**src/rtl/egg_timer_pkg.sv**
```systemverilog
// Shared types and widths for the egg timer controller and its MM:SS counter.
package egg_timer_pkg;

   typedef enum logic [1:0] {
      IDLE  = 2'd0,
      RUN   = 2'd1,
      PAUSE = 2'd2,
      DONE  = 2'd3
   } state_t;

   localparam int SEC_MAX = 59;
   localparam int MIN_W   = 7;
   localparam int SEC_W   = 6;

endpackage

```
**src/rtl/egg_timer_mmss_counter.sv**
```systemverilog
// MM:SS countdown register: increments fields independently (no carry), decrements
// with borrow, and flags zero / about-to-reach-zero for the sequencer.
module egg_timer_mmss_counter
   import egg_timer_pkg::*;
#(
   parameter int MAX_MIN = 99
) (
   input  logic             CLK,
   input  logic             reset_n,
   input  logic             clr,
   input  logic             inc_min,
   input  logic             inc_sec,
   input  logic             dec,
   output logic [MIN_W-1:0] minutes,
   output logic [SEC_W-1:0] seconds,
   output logic             is_zero,
   output logic             dec_to_zero
);

   assign is_zero     = (minutes == '0) && (seconds == '0);
   assign dec_to_zero = (minutes == '0) && (seconds == SEC_W'(1));

   // NOTE: sequential state uses non-blocking assignments so every flop samples
   // the pre-edge values, independent of statement or process ordering.
   always_ff @(posedge CLK or negedge reset_n) begin
      if (!reset_n) begin
         minutes <= '0;
         seconds <= '0;
      end else if (clr) begin
         minutes <= '0;
         seconds <= '0;
      end else if (dec && !is_zero) begin
         if (seconds == '0) begin
            minutes <= minutes - 1'b1;
            seconds <= SEC_W'(SEC_MAX);
         end else begin
            seconds <= seconds - 1'b1;
         end
      end else begin
         // Both fields may step in the same cycle; seconds never carries into minutes.
         if (inc_min)
            minutes <= (minutes == MIN_W'(MAX_MIN)) ? '0 : minutes + 1'b1;
         if (inc_sec)
            seconds <= (seconds == SEC_W'(SEC_MAX)) ? '0 : seconds + 1'b1;
      end
   end

endmodule

```
**src/rtl/egg_timer_controller.sv**
```systemverilog
// Egg timer sequencer: button handling, divider gating, tick edge detection,
// countdown control and alarm duration. All outputs are registered.
module egg_timer_controller
   import egg_timer_pkg::*;
#(
   parameter int MAX_MIN     = 99,
   parameter int ALARM_TICKS = 10
) (
   input  logic       CLK,
   input  logic       reset_n,
   input  logic       start_stop,
   input  logic       clear,
   input  logic       inc_min,
   input  logic       inc_sec,
   input  logic       tick_in,
   output logic       div_enable,
   output logic [6:0] minutes,
   output logic [5:0] seconds,
   output logic       running,
   output logic       alarm,
   output logic       done_pulse,
   output logic [1:0] state
);

   localparam int CNT_W = $clog2(ALARM_TICKS + 1);

   state_t           state_q, state_d;
   logic             tick_q, tick;
   logic [CNT_W-1:0] alarm_cnt_q, alarm_cnt_d;
   logic             cnt_clr, cnt_inc_min, cnt_inc_sec, cnt_dec;
   logic             is_zero, dec_to_zero, done_d;

   assign tick  = tick_in & ~tick_q;
   assign state = state_q;

   egg_timer_mmss_counter #(
      .MAX_MIN (MAX_MIN)
   ) u_mmss (
      .CLK         (CLK),
      .reset_n     (reset_n),
      .clr         (cnt_clr),
      .inc_min     (cnt_inc_min),
      .inc_sec     (cnt_inc_sec),
      .dec         (cnt_dec),
      .minutes     (minutes),
      .seconds     (seconds),
      .is_zero     (is_zero),
      .dec_to_zero (dec_to_zero)
   );

   // NOTE: every signal driven here gets a default first, so no path can infer a latch.
   always_comb begin
      state_d     = state_q;
      alarm_cnt_d = alarm_cnt_q;
      cnt_clr     = 1'b0;
      cnt_inc_min = 1'b0;
      cnt_inc_sec = 1'b0;
      cnt_dec     = 1'b0;
      done_d      = 1'b0;

      if (clear) begin
         state_d     = IDLE;
         cnt_clr     = 1'b1;
         alarm_cnt_d = '0;
      end else begin
         case (state_q)
            IDLE: begin
               cnt_inc_min = inc_min;
               cnt_inc_sec = inc_sec;
               if (start_stop && !is_zero)
                  state_d = RUN;
            end
            RUN: begin
               // A tick coinciding with start_stop still decrements; reaching zero wins over pause.
               if (tick) begin
                  cnt_dec = 1'b1;
                  if (dec_to_zero) begin
                     state_d     = DONE;
                     done_d      = 1'b1;
                     alarm_cnt_d = '0;
                  end else if (start_stop) begin
                     state_d = PAUSE;
                  end
               end else if (start_stop) begin
                  state_d = PAUSE;
               end
            end
            PAUSE: begin
               if (start_stop)
                  state_d = RUN;
            end
            DONE: begin
               if (start_stop) begin
                  state_d = IDLE;
               end else if (tick) begin
                  if (alarm_cnt_q == CNT_W'(ALARM_TICKS - 1))
                     state_d = IDLE;
                  else
                     alarm_cnt_d = alarm_cnt_q + 1'b1;
               end
            end
            default: state_d = IDLE;
         endcase
      end
   end

   always_ff @(posedge CLK or negedge reset_n) begin
      if (!reset_n) begin
         state_q     <= IDLE;
         tick_q      <= 1'b0;
         alarm_cnt_q <= '0;
         div_enable  <= 1'b0;
         running     <= 1'b0;
         alarm       <= 1'b0;
         done_pulse  <= 1'b0;
      end else begin
         state_q     <= state_d;
         tick_q      <= tick_in;
         alarm_cnt_q <= alarm_cnt_d;
         div_enable  <= (state_d == RUN) || (state_d == DONE);
         running     <= (state_d == RUN);
         alarm       <= (state_d == DONE);
         done_pulse  <= done_d;
      end
   end

endmodule
```
**config.mk**
```make
export PLATFORM = sky130hd
export DESIGN_NAME = egg_timer_controller
export DESIGN_NICKNAME = d
export VERILOG_FILES = /design/src/rtl/egg_timer_pkg.sv /design/src/rtl/egg_timer_mmss_counter.sv /design/src/rtl/egg_timer_controller.sv
export SDC_FILE = /design/constraint.sdc
export NUM_CORES = 1
export LEC_CHECK = 0
export BUFFER_PORTS_ARGS = -buffer_cell sky130_fd_sc_hd__clkbuf_2
export CORE_MARGIN = 3
export CORE_UTILIZATION = 30
export DETAILED_ROUTE_END_ITERATION = 8
export PLACE_DENSITY = 0.46
export SKIP_CTS_REPAIR_TIMING = 1
export SLEW_MARGIN = 20
export SYNTH_ARGS = -nofsm -noshare
export SYNTH_HDL_FRONTEND = slang
export SYNTH_HIERARCHICAL = 1
export SYNTH_SLANG_ARGS = --single-unit
```
**constraint.sdc**
```tcl
create_clock -name CLK -period 2.3 [get_ports CLK]
set_clock_uncertainty 0.15 [all_clocks]
set_input_delay 0.345 -clock CLK [delete_from_list [all_inputs] [get_ports CLK]]
set_output_delay 0.345 -clock CLK [all_outputs]
set_load 0.03 [all_outputs]
```
# Yosys cells after proc, flatten, opt, wreduce, memory -nomap -nowiden
# Index checks and enable logic that the tools add are counted.
[word_totals]
wordCells = 84
input_bits = 7
mem_bits_ro = 0
reg_bits = 24
memories = 0
ramBits = 0
latchBits = 0
output_inout_bits = 19
[op_classes]
n_reduce_logical = 14
n_mul = 0
order_cmp = 0
n_div = 0
shifts = 0
n_bitwise = 2
add_sub_neg = 5
n_eq_ne = 15
mux = 39
[ops]
columns = ["operator", "count"]
rows = [
  ["7-bit 2-to-1 mux", 5],
  ["6-bit 2-to-1 mux", 5],
  ["4-bit 2-to-1 mux", 6],
  ["2-bit 2-to-1 mux", 9],
  ["3-bit != test (second input constant)", 6],
  ["1-bit 2-to-1 mux", 12],
  ["3-bit nonzero test", 3],
  ["2-bit case mux with 4 select lines", 1],
  ["4-bit case mux with 2 select lines", 1],
  ["7-bit by 1-bit adder with 7-bit output (second input constant)", 1],
  ["7-bit == test (second input constant)", 1],
  ["7-bit zero test", 1],
  ["7-bit by 1-bit subtractor with 7-bit output (second input constant)", 1],
  ["6-bit by 1-bit adder with 6-bit output (second input constant)", 1],
  ["2-bit == test (second input constant)", 3],
  ["6-bit by 1-bit == test with 1-bit output (second input constant)", 1],
  ["6-bit == test (second input constant)", 1],
  ["6-bit zero test", 1],
  ["6-bit AND reduction", 1],
  ["6-bit by 1-bit subtractor with 6-bit output (second input constant)", 1],
  ["4-bit by 1-bit adder with 4-bit output (second input constant)", 1],
  ["2-bit by 1-bit == test with 1-bit output (second input constant)", 2],
  ["4-bit == test (second input constant)", 1],
  ["1-bit logical AND", 4],
  ["other kinds (6)", 6],
]

# Logic depth before layout (Yosys ltp)
[depth]
ltp_word = 9
ltp_mapped = 9
depth_no_buf = 9

# Modules after synthesis
# Netlist, hierarchy kept.
[by_module_without_submodules]
columns = ["module", "cells_each", "instances", "seq_area_each_um2", "area_per_inst_um2"]
rows = [
  ["egg_timer_mmss_counter", 152, 1, 325.3, 1241.2],
  ["egg_timer_controller", 58, 1, 250.2, 594.3],
]

# Worst setup path before layout
# Ideal clock, no wire load.
[synth_path]
path_type = "register -> register"
startpoint = "reg u_mmss.seconds[0]"
endpoint = "reg u_mmss.minutes[4]"
t_required_ns = 2.031
slack_ns = -0.131
setup_ns = 0.119
path_buffers = 1
path_stages_with_launch = 9
t_arrival_ns = 2.162
period_less_slack_ns = 2.431
path_cell_list = "dfrtp_1 > inv_1 > ha_1 > nor3b_4 > a41oi_2 > buf_4 > mux2_4 > o21a_1 > o21ba_1"
[synth_via]
elab_chain_len = 6
word_cells_on_any_way = 9
cone_classes = "eq/ne: 1; mux: 2; reduce/logical: 6"
[synth_lines]
columns = ["element", "line_no", "rtl"]
rows = [
  ["from (decl)", "egg_timer_mmss_counter.sv:15", "output logic [SEC_W-1:0] seconds,"],
  ["from (signal assigned)", "egg_timer_mmss_counter.sv:35", "seconds <= SEC_W'(SEC_MAX);"],
  ["from (signal assigned)", "egg_timer_mmss_counter.sv:37", "seconds <= seconds - 1'b1;"],
  ["from (signal assigned)", "egg_timer_mmss_counter.sv:44", "seconds <= (seconds == SEC_W'(SEC_MAX)) ? '0 : seconds + 1'b1;"],
  ["6-bit zero test *", "egg_timer_mmss_counter.sv:20, egg_timer_mmss_counter.sv:33", ""],
  ["1-bit logical AND", "egg_timer_mmss_counter.sv:20", "assign is_zero = (minutes == '0) && (seconds == '0);"],
  ["1-bit zero test", "egg_timer_mmss_counter.sv:32", "end else if (dec && !is_zero) begin"],
  ["1-bit logical AND", "egg_timer_mmss_counter.sv:32", ""],
  ["3-bit != test (no line) (tied with other cells)", "n/a", ""],
  ["2-bit AND reduction (no line) or 7-bit 2-to-1 mux (tied branches)", "n/a", ""],
  ["to (signal assigned)", "egg_timer_mmss_counter.sv:34", "minutes <= minutes - 1'b1;"],
  ["to (signal assigned)", "egg_timer_mmss_counter.sv:42", "minutes <= (minutes == MIN_W'(MAX_MIN)) ? '0 : minutes + 1'b1;"],
  ["to (decl)", "egg_timer_mmss_counter.sv:14", "output logic [MIN_W-1:0] minutes,"],
]
# Mark *: on every way between the ends. The rest lies on a longest branch, timed or not.
# A chain may end at the register's enable or synchronous reset.

# Worst setup path after layout
[layout_path]
startpoint = "reg u_mmss.minutes[1]"
endpoint = "reg alarm_cnt_q[3]"
[layout_via]
elab_chain_len = 4
[layout_lines]
columns = ["element", "line_no", "rtl"]
rows = [
  ["7-bit zero test", "egg_timer_mmss_counter.sv:21", "assign dec_to_zero = (minutes == '0) && (seconds == SEC_W'(1));"],
  ["1-bit logical AND", "egg_timer_mmss_counter.sv:21", ""],
  ["net dec_to_zero", "egg_timer_controller.sv:31", "logic is_zero, dec_to_zero, done_d;"],
  ["3-bit != test (no line)", "n/a", ""],
  ["6-bit AND reduction (no line)", "n/a", ""],
  ["to (signal assigned)", "egg_timer_controller.sv:119", "alarm_cnt_q <= alarm_cnt_d;"],
  ["to (decl)", "egg_timer_controller.sv:29", "logic [CNT_W-1:0] alarm_cnt_q, alarm_cnt_d;"],
]
# The timed path passes the listed nets, and every way through them passes these cells.

==> flow_metrics.env <==
export IMPL_status="completed"
export IMPL_p_leak_nw=0.988
export IMPL_via_per_inst=5.32
export IMPL_routed_wl_um=4810
export IMPL_worstPathArrival_ns=2.18
export IMPL_antenna_found_initial=0
export IMPL_drv_cap=0
export IMPL_yosys_warnings=6
export IMPL_vias=1741
export IMPL_synth_distinct_cells=64
export IMPL_antenna_left=0
export IMPL_syn_nets=225
export IMPL_clk_latency_ns=0.27
export IMPL_fillerInstances=580
export IMPL_power_density_mw_per_mm2=503
export IMPL_worst_pin_slew_ns=0.609
export IMPL_place_area_mm2=0.00215
export IMPL_ys_seq_elements=23
export IMPL_final_layout_size_suffix_gt1_share_pct=33.7
export IMPL_drtIter0Drc=92
export IMPL_max_stage_delay_ns=0.41
export IMPL_numClockSinks=23
export IMPL_grt_pass1_wl_um=8280
export IMPL_dieHeight_um=84.2
export IMPL_placed_cells=318
export IMPL_yosys_area_share_simple_pct=29.2
export IMPL_maxSlewHeadroom_pct=59.4
export IMPL_cp_slowest_cell="dfrtp_2"
export IMPL_min_path_type="in2reg"
export IMPL_synth_top_area_share_pct=31.4
export IMPL_grt_overflow=0
export IMPL_grt_pass1_vias=1659
export IMPL_start_util_pct=32.1
export IMPL_first_pass_iters=5
export IMPL_cts_buffers_inserted=3
export IMPL_critical_path_class="reg2reg"
export IMPL_setup_viol_count_final=0
export IMPL_r2r_start="u_mmss/minutes[1]"
export IMPL_finalWeightedCongestion=0.756
export IMPL_post_place_ws_ns=0.0106
export IMPL_multi_input_area_mm2=0.00118
export IMPL_core_mm2=0.00571
export IMPL_synth_fa_ha_area_share_pct=5.45
export IMPL_cts_htree_levels=1
export IMPL_track_usage_pct=14.0
export IMPL_syn2layout_area_growth_pct=23.7
export IMPL_synthMuxAreaShare_pct=1.91
export IMPL_yosys_top_cells_area="dfrtp_1 (31%), ha_1 (5.5%), nand3_1 (4.4%)"
export IMPL_cts_root_buf="clkbuf_8"
export IMPL_start_kind="flop"
export IMPL_fmax_mhz=461
export IMPL_synth_area_leader_cell="dfrtp_1"
export IMPL_finalInstanceArea_mm2=0.00227
export IMPL_antenna_cells=0
export IMPL_cp_end_kind="flop"
export IMPL_ir_drop_mv=0.205
export IMPL_wl_per_cell_um=14.7
export IMPL_fin_crit_ns=2.17
export IMPL_hold_violations=0
export IMPL_crit_path_cell_trace="inv_1, ha_1, and2b_2, nand2_1, nor2_2, nand2b_4, a211oi_4, a21oi_2, a211o_1"
export IMPL_ctsLongestPathBuffers=2
export IMPL_seqCellArea_um2=583
export IMPL_io_pins=26
export IMPL_cp_max_fo=4
export IMPL_period_share_pct=94.3
export IMPL_async_reset_ff_share_pct=100
export IMPL_synth_edff_count=0
export IMPL_fin_cells=327
export IMPL_clkTransAtPathRegs_ns=0.09
export IMPL_synth_main_ff_cell="dfrtp_1"
export IMPL_port_buffers=25
export IMPL_setup_ws_ns=0.132
export IMPL_synth_top_family_by_area="simple AND/OR/NAND/NOR gates"
export IMPL_die_x_um=84.2
export IMPL_cts_tree="done"
export IMPL_netlist_area_mm2=0.00184
export IMPL_synth_compound_area_share_pct=23.8
export IMPL_dieArea_mm2=0.00709
export IMPL_drv_slew=0
export IMPL_drc_errors=0
export IMPL_grt_start_max_net_pins=24
export IMPL_post_synth_top_count_cell="dfrtp_1"
export IMPL_syn_inst=210
export IMPL_rows=27
export IMPL_cp_startpoint="u_mmss/minutes[1]"
export IMPL_synth_xor_area_share_pct=1.91
export IMPL_synth_common_cells="dfrtp_1 (23), nor2_1 (19), nand3_1 (16), o21ai_0 (16), a21oi_1 (13)"
export IMPL_hold_path_startpoint="tick_in"
export IMPL_cp_required_ns=2.31
export IMPL_synth_area_per_cell_um2=8.74
export IMPL_ys_seq_area_share_pct=31.4
export IMPL_layout_nets=271
export IMPL_dp_hpwl_um=3560
-- layout by cell type (no fill, tap or decap), drive strengths merged, types with 8 or more instances in the layout --
cell type	count
nor2	19
nand2	10
o21ai	17
nand3	16
ha	8
dfrtp	23
inv	8
buf	28
clkbuf	29
nor3	8
a21oi	13
-- path summary, 6_finish.rpt --
path                                     end  slack (ns)  cells after the start
max                           alarm_cnt_q[3]        0.13                      9
min                                   tick_q        0.08                      1
max reg2reg                   alarm_cnt_q[3]        0.13                      9
min reg2reg                   alarm_cnt_q[2]        0.40                      1
max in group asynchronous  u_mmss/minutes[4]        1.11                      2
min in group asynchronous            running        0.46                      2
-- per-stage QoR --
stage / power (mW) / TNS (ns) / hold WS (ns) / utilization, %
global placement: 0.866 / -0.0409 / 0.241 / 37.7
CTS: 1.14 / -0.0180 / -0.0533 / 38.5
floorplan: 0.735 / 0 / -0.101 / -
detailed placement: 0.865 / 0 / 0.244 / 37.7
finish: 1.14 / 0 / 0.0759 / 39.8
global route: 1.22 / -0.0124 / 0.0792 / 39.8
-- power breakdown --
part / internal [mW] / total, mW / switching (mW) / leakage (nW)
logic: 0.163 / 0.427 / 0.264 / 0.660
registers: 0.429 / 0.444 / 0.0151 / 0.306
clock network: 0.124 / 0.271 / 0.147 / 0.0228
-- final cells by class --
| cell class | count | share of cell area, % |
|---|---|---|
| Clock buffer | 4 | 1.98 |
| Timing Repair Buffer | 54 | 15.2 |
| Inverter | 8 | 1.32 |
| Multi-Input combinational cell | 166 | 51.8 |
| Sequential cell | 23 | 25.7 |
| Tap cell | 72 | 3.97 |
-- flip-flops by register name, summed over array words and instances (netlist names) --
signal          count
done_pulse          1
running             1
tick_q              1
alarm               1
state               2
alarm_cnt_q         4
u_mmss/minutes      7
u_mmss/seconds      6
-- logic make-up (layout without fill, tap and decap cells) --
group	count (synthesis)	in the layout
buf+inv	21	66
flops	23	23
compound gates	63	63
simple gates	88	88
mux	3	3
fa+ha+maj	8	8
xor+xnor	4	4
-- per-layer routing --
layer / up-vias / track usage [%] / wire length, µm / part of all wire (%)
met5: - / 0 / 0 / 0
met4: 0 / 2.63 / 34 / 0.71
met3: 6 / 2.55 / 238 / 5.0
met2: 41 / 22.0 / 2130 / 44
met1: 829 / 20.3 / 2410 / 50
li1: 865 / - / - / -
-- critical path: cells and delay by family (launching register included) --
family / cells / cell delay [ns]
DFF: 1 / 0.41
adders and majority gates: 1 / 0.16
and+or+nand+nor: 4 / 0.56
AOI/OAI and AO/OA: 3 / 0.68
buffers and inverters: 1 / 0.11
Power figures use the tool's default switching activity.
